File: src/rtl/linebuf_port_arbiter.sv
// Single-port BRAM line buffer arbiter: display reads win, fill writes take the rest.
// Define LINEBUF_ANTISTARVE_EN to compile in the bounded-wait guard for the write side.
module linebuf_port_arbiter #(
  parameter int BITS      = 32,
  parameter int ADD_WIDTH = 9,
  parameter int MAX_WAIT  = 4
) (
  input  logic                 clk,
  input  logic                 rst,
  input  logic                 wr_valid,
  output logic                 wr_ready,
  input  logic [ADD_WIDTH-1:0] wr_addr,
  input  logic [BITS-1:0]      wr_data,
  input  logic                 rd_valid,
  output logic                 rd_ready,
  input  logic [ADD_WIDTH-1:0] rd_addr,
  output logic                 rd_rvalid,
  output logic [BITS-1:0]      rd_rdata,
  output logic [ADD_WIDTH-1:0] bram_addr,
  output logic                 bram_cen,
  output logic                 bram_wen,
  output logic [BITS-1:0]      bram_indata,
  input  logic [BITS-1:0]      bram_outdata
);

  if (MAX_WAIT < 1 || MAX_WAIT > 255) begin : g_bad_max_wait
    $error("linebuf_port_arbiter: MAX_WAIT must be in 1..255");
  end

  logic            rd_rvalid_q;
  logic [BITS-1:0] hold_q;
  logic [BITS-1:0] hold_d;
  logic            guard_fire;

`ifdef LINEBUF_ANTISTARVE_EN
  logic [7:0] wait_cnt_q;
  logic [7:0] wait_cnt_d;

  assign guard_fire = wr_valid && rd_valid && (wait_cnt_q == 8'(MAX_WAIT));

  // Counts consecutive lost cycles of a pending write; saturates at the limit.
  always_comb begin
    wait_cnt_d = wait_cnt_q;
    if (!wr_valid || wr_ready) begin
      wait_cnt_d = 8'd0;
    end else if (wait_cnt_q < 8'(MAX_WAIT)) begin
      wait_cnt_d = wait_cnt_q + 8'd1;
    end
  end

  always_ff @(posedge clk or posedge rst) begin
    if (rst) begin
      wait_cnt_q <= 8'd0;
    end else begin
      wait_cnt_q <= wait_cnt_d;
    end
  end
`else
  assign guard_fire = 1'b0;
`endif

  always_comb begin
    rd_ready = 1'b0;
    wr_ready = 1'b0;
    if (!rst) begin
      if (rd_valid && !guard_fire) begin
        rd_ready = 1'b1;
      end else if (wr_valid) begin
        wr_ready = 1'b1;
      end
    end
  end

  // Idle port drives zeros so reset values and idle cycles are deterministic.
  always_comb begin
    bram_addr   = '0;
    bram_indata = '0;
    if (wr_ready) begin
      bram_addr   = wr_addr;
      bram_indata = wr_data;
    end else if (rd_ready) begin
      bram_addr   = rd_addr;
    end
  end

  assign bram_cen = rd_ready | wr_ready;
  assign bram_wen = wr_ready;

  // BRAM output is only trusted in the return cycle; otherwise replay the last return.
  assign hold_d    = rd_rvalid_q ? bram_outdata : hold_q;
  assign rd_rdata  = hold_d;
  assign rd_rvalid = rd_rvalid_q;

  always_ff @(posedge clk or posedge rst) begin
    if (rst) begin
      rd_rvalid_q <= 1'b0;
      hold_q      <= '0;
    end else begin
      rd_rvalid_q <= rd_ready;
      hold_q      <= hold_d;
    end
  end

endmodule
File: config.mk
export PLATFORM = sky130hd
export DESIGN_NAME = linebuf_port_arbiter
export DESIGN_NICKNAME = d
export VERILOG_FILES = /design/src/rtl/linebuf_port_arbiter.sv
export SDC_FILE = /design/constraint.sdc
export NUM_CORES = 1
export LEC_CHECK = 0
export BUFFER_PORTS_ARGS = -buffer_cell sky130_fd_sc_hd__buf_2
export CORE_UTILIZATION = 35
export CTS_BUF_LIST = sky130_fd_sc_hd__clkbuf_8 sky130_fd_sc_hd__clkbuf_16
export DETAILED_ROUTE_END_ITERATION = 7
export PLACE_DENSITY_LB_ADDON = 0.3
export REMOVE_ABC_BUFFERS = 1
export SLEW_MARGIN = 20
export SYNTH_ARGS = -nofsm -noshare
export SYNTH_HDL_FRONTEND = slang
export SYNTH_SLANG_ARGS = --single-unit
File: constraint.sdc
create_clock -name clk -period 1.55 [get_ports clk]
set_clock_uncertainty 0.15 [all_clocks]
set_input_delay 0.31 -clock clk [delete_from_list [all_inputs] [get_ports clk]]
set_output_delay 0.31 -clock clk [all_outputs]
set_load 0.05 [all_outputs]
# After elaboration in Yosys (flattened, before gate mapping)

Cells that the tools add are included.

Multiplexer cells: 9
Bitwise operators: 1

Operators by type and width:

| kind         | number |
|---|---|
| $mux W32     | 2 |
| $mux W9      | 2 |
| $mux W1      | 5 |
| $or A1 B1 Y1 | 1 |

Register bits: 33
Input bits: 86

# Longest topological paths before layout

Word-level depth: 4
Mapped depth: 3

# Worst setup path after synthesis

OpenSTA, ideal clock, no wires.

Path type: register to output
Start point: register rd_rvalid_q (netlist: rd_rvalid)
End point: output port rd_rdata[4]
Arrival time: 1.545 ns
Setup slack: -0.455 ns
Stages on the path, launching flop included: 4
Buffers on the path: 2
Cells stage by stage: dfrtp_1 clkbuf_2 buf_4 mux2_1

Cells in the longest elaborated chain, start to end: 1

Ends and longest elaborated chain:

| what                   | RTL line | RTL |
|---|---|---|
| start, declared        | 30       | `logic rd_rvalid_q;` |
| start signal, assigned | 99       | `rd_rvalid_q <= rd_ready;` |
| $mux W32               | 90       | `assign hold_d = rd_rvalid_q ? bram_outdata : hold_q;` |
| end, declared          | 18       | `output logic [BITS-1:0] rd_rdata,` |

Every way passes these cells.

# Worst setup path in the final report

Start point: register rd_rvalid_q (netlist: rd_rvalid)
End point: output port rd_rdata[1]

The elaborated chain is that of the path after synthesis.

==> impl_results.md <==
* Met2 usage at 0.552
* CTS Buffer Depth at 2
* R2r setup slk at about 120 ps
* Syn Area/Cell at between 10 and 15 um2
* Initial Util at 0.364
* Initial antenna violation count at 1
* Layout Nets at ~400
* Reg power frac at 0.274
* I/O Buffers at ~160
* Die width at 69.6 um
* Core area at around 0.0044 mm2
* Worst Hold Class: primary input to flip-flop
* Max frequency at between 500 and 600 MHz
* Sw power at around 0.0014 W
* Crit path kind: flip-flop to primary output
* Crit path arrival time at 1480 ps
* Warnings from Yosys at 0
* Synth top area share at 0.517
* First-pass GRT wire length at between 10 and 15 mm
* Peak supply drop at between 800 and 900 uV
* Int Power at approximately 0.0024 W
* Antenna-violating nets left at 0
* Tcrit/Tclk final at 1.25
* Area grow syn2layout at 144%
* Critical path peak fanout at 8
* Top post-synthesis cells by area: dfrtp_1, mux2_2, and2_1
* Worst Path Required at between 1000 and 1500 ps
* Headroom to the max-slew limit at 0.718
* Final WL at just under 9 mm
* Die H at between 60 and 70 um
* Fin. max-slew vios at 0
* # IOs at approximately 160
* Wire length per cell at 23.6 um
* Power Density at around 970 mW/mm2
* Synth cell types at 13
* R2r startpoint: rd_rvalid
* Die area at 0.00484 mm2
* Met1 track demand over resource at 0.306
* Area leader, netlist: dfrtp_1
* Post-DP HPWL at about 3.3 mm
* LEAKAGE at 2.01 nW
* Share of cells above drive strength 1 at 0.873
* Comb pwr share at 0.467
* Root Buffer: clkbuf_8
* Max Cap Violations at 0
* Fin worst setup slack at -394 ps
* Crit path to: rd_rdata[1]
* Worst hold path startpoint: bram_outdata[18]
* Initial DRC Count at 62
* Clock Sinks at 33
* Clock-pin slew on the worst setup and hold paths at roughly 80 ps
* RSZ-0062 raised after global routing: yes
* CP endpoint kind: primary output
* Clk_lat worst skew at 280 ps
* Cells after Synth at roughly 120
* Grt met3 use at 0.0741
* Final weighted congestion in routability-driven placement at 0.721
* Number of vias per cell at 5.26
* Dpl cells at around 330
* Layout Utilization at 0.891
* Rows at 24
* Final Hold Viols at 0
* Finished Layout Cells at between 300 and 400
* Worst Tran Pin Value at 422 ps
* Vias in the first global route at a little under 2000
* Via count at 1940
* CTS tree: built
* Total grt overflow at 0
* Reg2reg path depth at 4
* Clock power share at 0.259
* Total Routing Usage GR at 0.296
* Pin count of the biggest net entering global routing at 34
* Most used routing layer in global routing: met2
* Min Clock Period, post-route at 1940 ps
* TritonCTS buffer count at 5
* Hold depth at 2
* Sw Ratio at 0.364
* Post-synthesis register bit count at 33
* DRC at 0
* Seq/Total Area, Yosys at 0.517
* Status: finished with violations
* Failing checks: setup timing
* Setup violations, final at around 70
* Synthesized cell area at between 0.0015 and 0.002 mm2
* First-pass DRT Iterations at 4
* Worst R2R End: hold_q[29]
* H-Tree Depth at 2
* Worst Setup SP: rd_rvalid
* CP startpoint kind: flip-flop
## how the worst min path moves through the flow
stage                 endpoint  slack (ps)
floorplan            hold_q[0]         140
global placement     hold_q[5]         320
detailed placement   hold_q[4]         320
CTS                  hold_q[1]         130
global route        hold_q[16]         110
finish              hold_q[18]         120
## power by group through the flow
stage	logic (W)	registers [W]	clock network [W]
finish	0.00177	0.00104	0.000980
global route	0.00182	0.00105	0.00102
CTS	0.00152	0.00102	0.000971
detailed placement	0.00114	0.00103	0
global placement	0.00113	0.00103	0
floorplan	0.000830	0.00103	0
## routing by layer
metal,routed length [um],vias up,part of all wire
li1,-,809,-
met1,2830,950,0.33
met2,4690,140,0.54
met3,639,41,0.073
met4,544,0,0.063
met5,0,-,0
## area by class of cell
| class | count | area, um2 |
|---|---|---|
| Antenna cell | 1 | 2.50 |
| Clock buffer | 5 | 68.8 |
| Clock inverter | 3 | 65.1 |
| Fill cell | 166 | 479 |
| Inverter | 1 | 8.76 |
| Multi-Input combinational cell | 79 | 916 |
| Sequential cell | 33 | 826 |
| Tap cell | 52 | 65.1 |
| Timing Repair Buffer | 194 | 1950 |
| Timing Repair inverter | 1 | 6.26 |
## kinds of logic after synthesis
family          Yosys count  synth area share
buf+inv                  11            0.0517
mux                      32             0.226
flops                    33             0.517
simple gates             37             0.150
compound gates            9            0.0564
## cell usage after synthesis
master,instances
dfrtp_1,33
nor3b_4,1
nor2b_1,2
and2_1,32
clkbuf_2,1
buf_6,3
nor2_1,2
inv_2,1
mux2_1,2
buf_4,4
buf_2,2
mux2_2,30
a32o_1,9
## layout by cell type, fill, tap and decap left out, drive strengths merged
master,instances
a32o,9
nor3b,1
buf,192
diode,1
bufinv,2
nor2b,3
dfrtp,33
inv,2
mux2,32
clkbuf,7
and2,32
clkinv,1
nor2,2
## stage by stage
stage / area, um2 / worst slack (ps) / setup TNS, ps / power (W) / hold slack [ps]
after CTS: 3640 / -344 / -16390 / 0.00351 / 126
after global placement: 2480 / -165 / -6540 / 0.00216 / 317
after global routing: 3910 / -435 / -20120 / 0.00388 / 110
final: 3910 / -394 / -17820 / 0.00379 / 121
after floorplan: 1520 / -973 / -80330 / 0.00187 / 139
after detailed placement: 2480 / -181 / -7400 / 0.00217 / 322
## state kept, by name, indices dropped and copies added, names as in the netlist
register	cells
rd_rvalid	1
hold_q	32
## timing repair
item	in CTS	in global routing
hold buffers	0	0
setup buffers	12	8
endpoints found under the setup margin	76	76
cloned	8	3
pin swaps	32	10
resized for setup	250	63
## worst max-delay path, cell delays in order, from the launching register on
cell and delay [ps]:
dfrtp_1 400, buf_6 140, clkbuf_16 170, mux2_4 330
buf_6 160
Note: power is estimated with default switching activity, not from simulation.
